## src/rtl/int_issue_read.sv

```systemverilog
// Two-stage integer issue/operand-read pipeline: S0 reads the PRF, S1 presents resolved operands to the ALU.
// Optional macro INT_ISSUE_BYPASS_EN adds same-cycle writeback bypass on both sources.
module int_issue_read #(
    parameter int DATA_W   = 128,
    parameter int PREG_W   = 6,
    parameter int XLEN     = 64,
    parameter int ROBID_W  = 7,
    parameter int PRS1_LSB = 111,
    parameter int PRS2_LSB = 105
) (
    input  logic               clock,
    input  logic               reset_n,

    input  logic               isq_deq_valid,
    output logic               isq_deq_ready,
    input  logic [DATA_W-1:0]  isq_deq_data,
    input  logic [ROBID_W-1:0] isq_deq_robid,

    output logic [PREG_W-1:0]  prf_rd0_addr,
    output logic [PREG_W-1:0]  prf_rd1_addr,
    input  logic [XLEN-1:0]    prf_rd0_data,
    input  logic [XLEN-1:0]    prf_rd1_data,

    input  logic               writeback0_valid,
    input  logic               writeback0_need_to_wb,
    input  logic [PREG_W-1:0]  writeback0_prd,
    input  logic [XLEN-1:0]    writeback0_data,
    input  logic               writeback1_valid,
    input  logic               writeback1_need_to_wb,
    input  logic [PREG_W-1:0]  writeback1_prd,
    input  logic [XLEN-1:0]    writeback1_data,

    input  logic               flush_valid,
    input  logic [ROBID_W-1:0] flush_robid,

    output logic               alu_valid,
    input  logic               alu_ready,
    output logic [DATA_W-1:0]  alu_data,
    output logic [ROBID_W-1:0] alu_robid,
    output logic [XLEN-1:0]    alu_src1,
    output logic [XLEN-1:0]    alu_src2
);

    logic               s0_valid;
    logic [DATA_W-1:0]  s0_data;
    logic [ROBID_W-1:0] s0_robid;
    logic [PREG_W-1:0]  s0_prs1;
    logic [PREG_W-1:0]  s0_prs2;

    logic               s1_free;
    logic               s0_adv;
    logic               isq_accept;
    logic               kill_s0;
    logic               kill_s1;
    logic               drop_in;
    logic [XLEN-1:0]    src1_res;
    logic [XLEN-1:0]    src2_res;

    // Wrap-aware age compare: a differing MSB means one side has wrapped.
    function automatic logic is_younger(input logic [ROBID_W-1:0] a,
                                        input logic [ROBID_W-1:0] f);
        if (a[ROBID_W-1] != f[ROBID_W-1])
            return a[ROBID_W-2:0] < f[ROBID_W-2:0];
        else
            return a[ROBID_W-2:0] > f[ROBID_W-2:0];
    endfunction

    assign s0_prs1 = s0_data[PRS1_LSB +: PREG_W];
    assign s0_prs2 = s0_data[PRS2_LSB +: PREG_W];

    assign prf_rd0_addr = s0_valid ? s0_prs1 : '0;
    assign prf_rd1_addr = s0_valid ? s0_prs2 : '0;

    assign s1_free       = !alu_valid || alu_ready;
    assign s0_adv        = s0_valid && s1_free;
    assign isq_deq_ready = !s0_valid || s0_adv;
    assign isq_accept    = isq_deq_valid && isq_deq_ready;

    assign kill_s0 = flush_valid && s0_valid  && is_younger(s0_robid, flush_robid);
    assign kill_s1 = flush_valid && alu_valid && is_younger(alu_robid, flush_robid);
    assign drop_in = flush_valid && is_younger(isq_deq_robid, flush_robid);

`ifdef INT_ISSUE_BYPASS_EN
    logic wb0_fire;
    logic wb1_fire;

    assign wb0_fire = writeback0_valid && writeback0_need_to_wb && (writeback0_prd != '0);
    assign wb1_fire = writeback1_valid && writeback1_need_to_wb && (writeback1_prd != '0);

    // Port 0 takes priority over port 1 when both target the same register.
    always_comb begin
        src1_res = prf_rd0_data;
        src2_res = prf_rd1_data;
        if (s0_prs1 == '0)
            src1_res = '0;
        else if (wb0_fire && (writeback0_prd == s0_prs1))
            src1_res = writeback0_data;
        else if (wb1_fire && (writeback1_prd == s0_prs1))
            src1_res = writeback1_data;

        if (s0_prs2 == '0)
            src2_res = '0;
        else if (wb0_fire && (writeback0_prd == s0_prs2))
            src2_res = writeback0_data;
        else if (wb1_fire && (writeback1_prd == s0_prs2))
            src2_res = writeback1_data;
    end
`else
    // Without bypass the ISQ delays wakeup a cycle, so the PRF is always current.
    logic unused_wb;
    assign unused_wb = ^{writeback0_valid, writeback0_need_to_wb, writeback0_prd, writeback0_data,
                         writeback1_valid, writeback1_need_to_wb, writeback1_prd, writeback1_data};

    always_comb begin
        src1_res = (s0_prs1 == '0) ? '0 : prf_rd0_data;
        src2_res = (s0_prs2 == '0) ? '0 : prf_rd1_data;
    end
`endif

    always_ff @(posedge clock or negedge reset_n) begin
        if (!reset_n) begin
            s0_valid <= 1'b0;
            s0_data  <= '0;
            s0_robid <= '0;
        end else if (isq_accept) begin
            s0_valid <= !drop_in;
            s0_data  <= isq_deq_data;
            s0_robid <= isq_deq_robid;
        end else if (s0_adv || kill_s0) begin
            s0_valid <= 1'b0;
        end
    end

    // A killed S0 never lands in S1; a stalled S1 can still be killed in place.
    always_ff @(posedge clock or negedge reset_n) begin
        if (!reset_n) begin
            alu_valid <= 1'b0;
            alu_data  <= '0;
            alu_robid <= '0;
            alu_src1  <= '0;
            alu_src2  <= '0;
        end else if (s0_adv) begin
            alu_valid <= !kill_s0;
            if (!kill_s0) begin
                alu_data  <= s0_data;
                alu_robid <= s0_robid;
                alu_src1  <= src1_res;
                alu_src2  <= src2_res;
            end
        end else if (alu_ready || kill_s1) begin
            alu_valid <= 1'b0;
        end
    end

endmodule

```

## config.mk

```make
export PLATFORM = sky130hd
export DESIGN_NAME = int_issue_read
export DESIGN_NICKNAME = d
export VERILOG_FILES = /design/src/rtl/int_issue_read.sv
export SDC_FILE = /design/constraint.sdc
export NUM_CORES = 1
export LEC_CHECK = 0
export CORE_AREA = 2 2 269 271
export CTS_BUF_LIST = sky130_fd_sc_hd__clkbuf_2
export DETAILED_ROUTE_END_ITERATION = 10
export DIE_AREA = 0 0 271 273
export GPL_TIMING_DRIVEN = 0
export MAX_ROUTING_LAYER = met4
export SLEW_MARGIN = 20
export SYNTH_ARGS = -nofsm -noshare
export SYNTH_HDL_FRONTEND = slang
export SYNTH_SLANG_ARGS = --single-unit
```

## constraint.sdc

```tcl
create_clock -name clock -period 2.34 [get_ports clock]
set_input_delay 0.585 -clock clock [delete_from_list [all_inputs] [get_ports clock]]
set_output_delay 0.585 -clock clock [all_outputs]
set_load 0.05 [all_outputs]
```

Word level (Yosys, flattened, before mapping)
Index checks and enable logic that the tools add are counted.

Memory bits (writable): 0. Logic and storage cells: 49. Output and inout port bits: 277. Memories kept: 0. Bits in read-only memories: 0. Bits in latches: 0. Bits of input ports: 419. Register bits after elaboration: 400.

Mux-type cells: 11. Reductions and logical operators: 20. Multipliers: 0. Bitwise gates (word level): 1. $add $sub $neg: 0. Order comparisons: 6. Eq/ne operators: 3. Shifts and indexed selects: 0. Div/mod/pow operators: 0.

Operator list (count): 2-to-1 mux 64 bit (2); > comparator 6 bit (3); < comparator 6 bit (3); zero test 6 bit (2); 2-to-1 mux 6 bit (2); logical AND 1 bit (7); 2-to-1 mux 1 bit (7); zero test 1 bit (4); logical OR 1 bit (4); nonzero test 2 bit (2); != test 1 bit (3); AND reduction 2 bit (1); NOT 1 bit (1).

Longest topological paths before layout
Depth after elaboration: 6. Gate-level depth with buffers: 10. Mapped depth without buffers: 7.

Least setup slack after synthesis
Ideal clock, no wire load.

Path kind: in2reg. From: in flush_robid[3]. To: reg alu_data[118]. Required time: 2.215 ns. Stages: 9. Library setup time: 0.125 ns. Buffers on the path: 2. Arrival time: 2.532 ns. Path slack: -0.317 ns. Path through: inv_1 ha_1 a211oi_2 nor2_1 or4_4 nand4_4 buf_12 buf_12 mux2_2.

Cells in the longest elaborated chain, start to end: 5. Elaborated cells on any way between the ends: 6. Those cells by class: order compare: 2; mux: 1; bitwise: 1; reduce/logical: 2.

Ends and longest elaborated chain: start, declared (line 34) `input logic [ROBID_W-1:0] flush_robid,`; > comparator 6 bit or < comparator 6 bit (tied branches) (line 65, 63); 2-to-1 mux 1 bit * (line 62) `if (a[ROBID_W-1] != f[ROBID_W-1])`; logical AND 1 bit * (line 79) `assign kill_s0 = flush_valid && s0_valid && is_younger(s0_robid, flush_robid);`; NOT 1 bit (no line) *; AND reduction 2 bit (no line) *; end signal, assigned (line 145) `alu_data <= s0_data;`; end, declared (line 38) `output logic [DATA_W-1:0] alu_data,`.

Every way passes the cells marked *; elsewhere a longest branch is shown, timed or not. A chain may end at the register's enable or synchronous reset.

Worst setup path in the final report
From: reg s0_valid. To: out prf_rd1_addr[1].

Cells in the longest elaborated chain, start to end: 1.

Ends and longest elaborated chain: start, declared (line 44) `logic s0_valid;`; start signal, assigned (line 126) `s0_valid <= !drop_in;`; 2-to-1 mux 6 bit (line 72) `assign prf_rd1_addr = s0_valid ? s0_prs2 : '0;`; end, declared (line 20) `output logic [PREG_W-1:0] prf_rd1_addr,`.

Every way passes these cells.

==> out/qor.yml <==
power_switching_mw: 21.3
layout_common_cells: "dfrtp_1 (392), buf_6 (280), clkdlybuf4s50_1 (273)"
gp_routability_congestion: 0.980
fillCellCount: 6063
setup.worst_path.end_class: "output pin"
initial_core_util_pct: 23.3
syn_inst: 1111
overflow: 0
dp_slack_ns: -1.23
fmax_mhz: 367
die_x_um: 271
fin_crit_ns: 2.73
netlist_area_sq_mm: 0.0165
dpl-instance-area_sq_mm: 0.0238
multi_input_area_sq_mm: 0.00784
clockBufferDepth: 3
final_common_cell: "dfrtp_1"
final-hold-violation-count: 0
clkTransAtPathRegs_ns: 0.10
drt-initial-drc-count: 573
power.share.clock_pct: 11.1
vias: 14600
relSlewSlack_pct: 46.1
clkSinkCount: 400
drc_errors: 0
wl_per_cell_um: 20.3
layout_setup_ws_ns: -0.386
hold_path.class: "in2reg"
outcome: "finished, violations left"
required_ns: 1.75
setup_viol: 275
rsz0062_at_grt: "yes"
pwr_density_cell_mw_per_mm2: 1480
grt_antenna_before_repair: 10
cp_cell_sequence: "buf_12 > clkbuf_16 > and2_4 > buf_8"
drive_gt1_share_pct: 50.9
grt_pass1_vias: 15800
cts_tree: "done"
p_int_mw: 26.5
io_pins: 696
seq_area_frac_synth_pct: 60.6
chipHeight_um: 273
clk_latency_ns: 1.11
combPwrFrac_pct: 63.7
hpwl_mm: 41.1
area_delta_synth_final_pct: 95.8
switching_share_pct: 44.6
coreArea_sq_mm: 0.0710
ant_nets: 0
postLayoutCellArea_sq_mm: 0.0323
first_pass_iters: 5
drt-vias-per-instance: 4.37
slowest_stage: "dfrtp_2"
num_rows: 98
syn_area_per_cell_sq_um: 14.9
ir_drop_uv: 905
slew_viol_final: 0
wirelength_mm: 67.7
cts_made_buffers: 111
yosys_warnings: 0
violations: "setup timing"
crit_path_start_kind: "flop"
crit_arrival_ns: 2.14
syn-num-nets: 1548
htree_levels: 3
grt.total_usage_pct: 17.5
grt_max_degree: 100
p_leak_nw: 14.6
nNetsFinal: 2736
min_period_over_period_pct: 116
critPathMaxStageDelay_ns: 0.42
grt_pass1_wl_mm: 96.3
clockRootBuffer: "clkbuf_2"
ys_types: 38
io_buffers: 551
worst_pin_slew_ns: 0.806
crit_fanout: 5
die-area_sq_mm: 0.0740
seqPwrFrac_pct: 25.3
regArea_sq_mm: 0.0100
ys_ff_latch: 400
cap_viol_max_count: 0
crit_type: "reg2out"
skew_ns: 0.0852
[cell type report]
type	count	share of cell area (%)
diodes	13	0.101
multi-input cells	617	24.2
well taps	950	3.67
inverters	10	0.155
clock inverters	26	0.530
plain buffers	81	2.81
repair buffers	1078	34.9
flip-flops and latches	400	31.0
clock buffers	167	2.58
[through the flow]
stage	setup TNS [ns]	instances	power [mW]	hold WS [ns]	util, %
floorplan	-6.99	1111	25.9	0.289	-
global placement	-7064.60	2612	33.4	0.473	33.4
detailed placement	-405.64	2616	33.6	0.473	33.6
CTS	-77.10	3240	45.3	0.00575	43.4
global route	-85.46	3341	49.7	0.0879	45.6
finish	-35.15	3342	47.7	0.233	45.6
[power groups by stage]
stage          Combinational (mW)  Sequential (mW)  Clock [mW]
3_3_place_gp                 21.7             11.6           0
5_1_grt                      31.5             12.3        5.95
4_1_cts                      27.8             12.0        5.52
2_1_floorplan                6.68             19.2           0
6_report                     30.4             12.1        5.28
3_5_place_dp                 21.9             11.7           0
[state kept, by name (all words and copies together), names as in the netlist]
signal	count
s0_data	128
alu_valid	1
s0_valid	1
alu_data	128
alu_src2	64
alu_robid	7
s0_robid	7
alu_src1	64
[final timing paths]
check / cells after the start / from / endpoint / slack (ns)
worst max-delay path: 4 / s0_valid / prf_rd1_addr[1] / -0.39
worst min-delay path: 2 / isq_deq_robid[3] / s0_robid[3] / 0.23
worst max register to register: 11 / s0_robid[4] / alu_data[9] / -0.26
worst min register to register: 1 / s0_data[72] / alu_data[72] / 0.49
max in group asynchronous: 5 / reset_n / alu_src1[54] / 0.65
min in group asynchronous: 4 / reset_n / s0_data[13] / 0.63
[critical path: cells and delay by family, from the launching register on]
family | cells | cell delay, ns
DFF | 1 | 0.42
buffers and inverters | 3 | 0.45
and+or+nand+nor | 1 | 0.16
[cells in the mapped netlist, drive strengths merged]
cell type / count / area share [%]
a211oi: 2 / 0.12
a21oi: 7 / 0.21
a221oi: 1 / 0.053
a41oi: 1 / 0.053
and2: 13 / 0.49
buf: 43 / 3.6
clkbuf: 41 / 1.2
dfrtp: 400 / 61
ha: 18 / 1.4
inv: 10 / 0.23
mux2: 269 / 18
mux2i: 1 / 0.061
nand2: 12 / 0.27
nand2b: 5 / 0.19
nand3: 130 / 3.9
nand4: 4 / 0.24
nor2: 6 / 0.14
nor2b: 1 / 0.038
nor4: 2 / 0.076
o2111ai: 1 / 0.053
o211ai: 2 / 0.091
o21a: 1 / 0.045
o21ai: 5 / 0.15
o21bai: 1 / 0.045
o2bb2ai: 128 / 8.1
o31a: 1 / 0.053
o31ai: 1 / 0.045
or4: 2 / 0.12
xnor2: 3 / 0.16
[logic make-up after synthesis]
kind of cell	synth area share (%)
mux	18.4
simple gates	5.51
xor+xnor	0.159
flops	60.6
fa+ha+maj	1.36
buf+inv	4.97
compound gates	9.03
[per-layer routing]
metal / global-route usage (%) / vias to the layer above / share of wire, %
met1: 18.1 / 7268 / 37
li1: - / 6531 / -
met3: 6.44 / 163 / 8.4
met5: - / - / 0
met2: 30.2 / 638 / 50
met4: 6.64 / 0 / 4.4
[what timing repair did]
item	4_1_cts	5_1_grt
cloned	32	0
resized for setup	2150	136
hold buffers	261	0
setup buffers	140	105
endpoints found under the setup margin	669	559
endpoints found under the hold margin	468	0
pin swaps	58	33
Power figures use the tool's default switching activity.
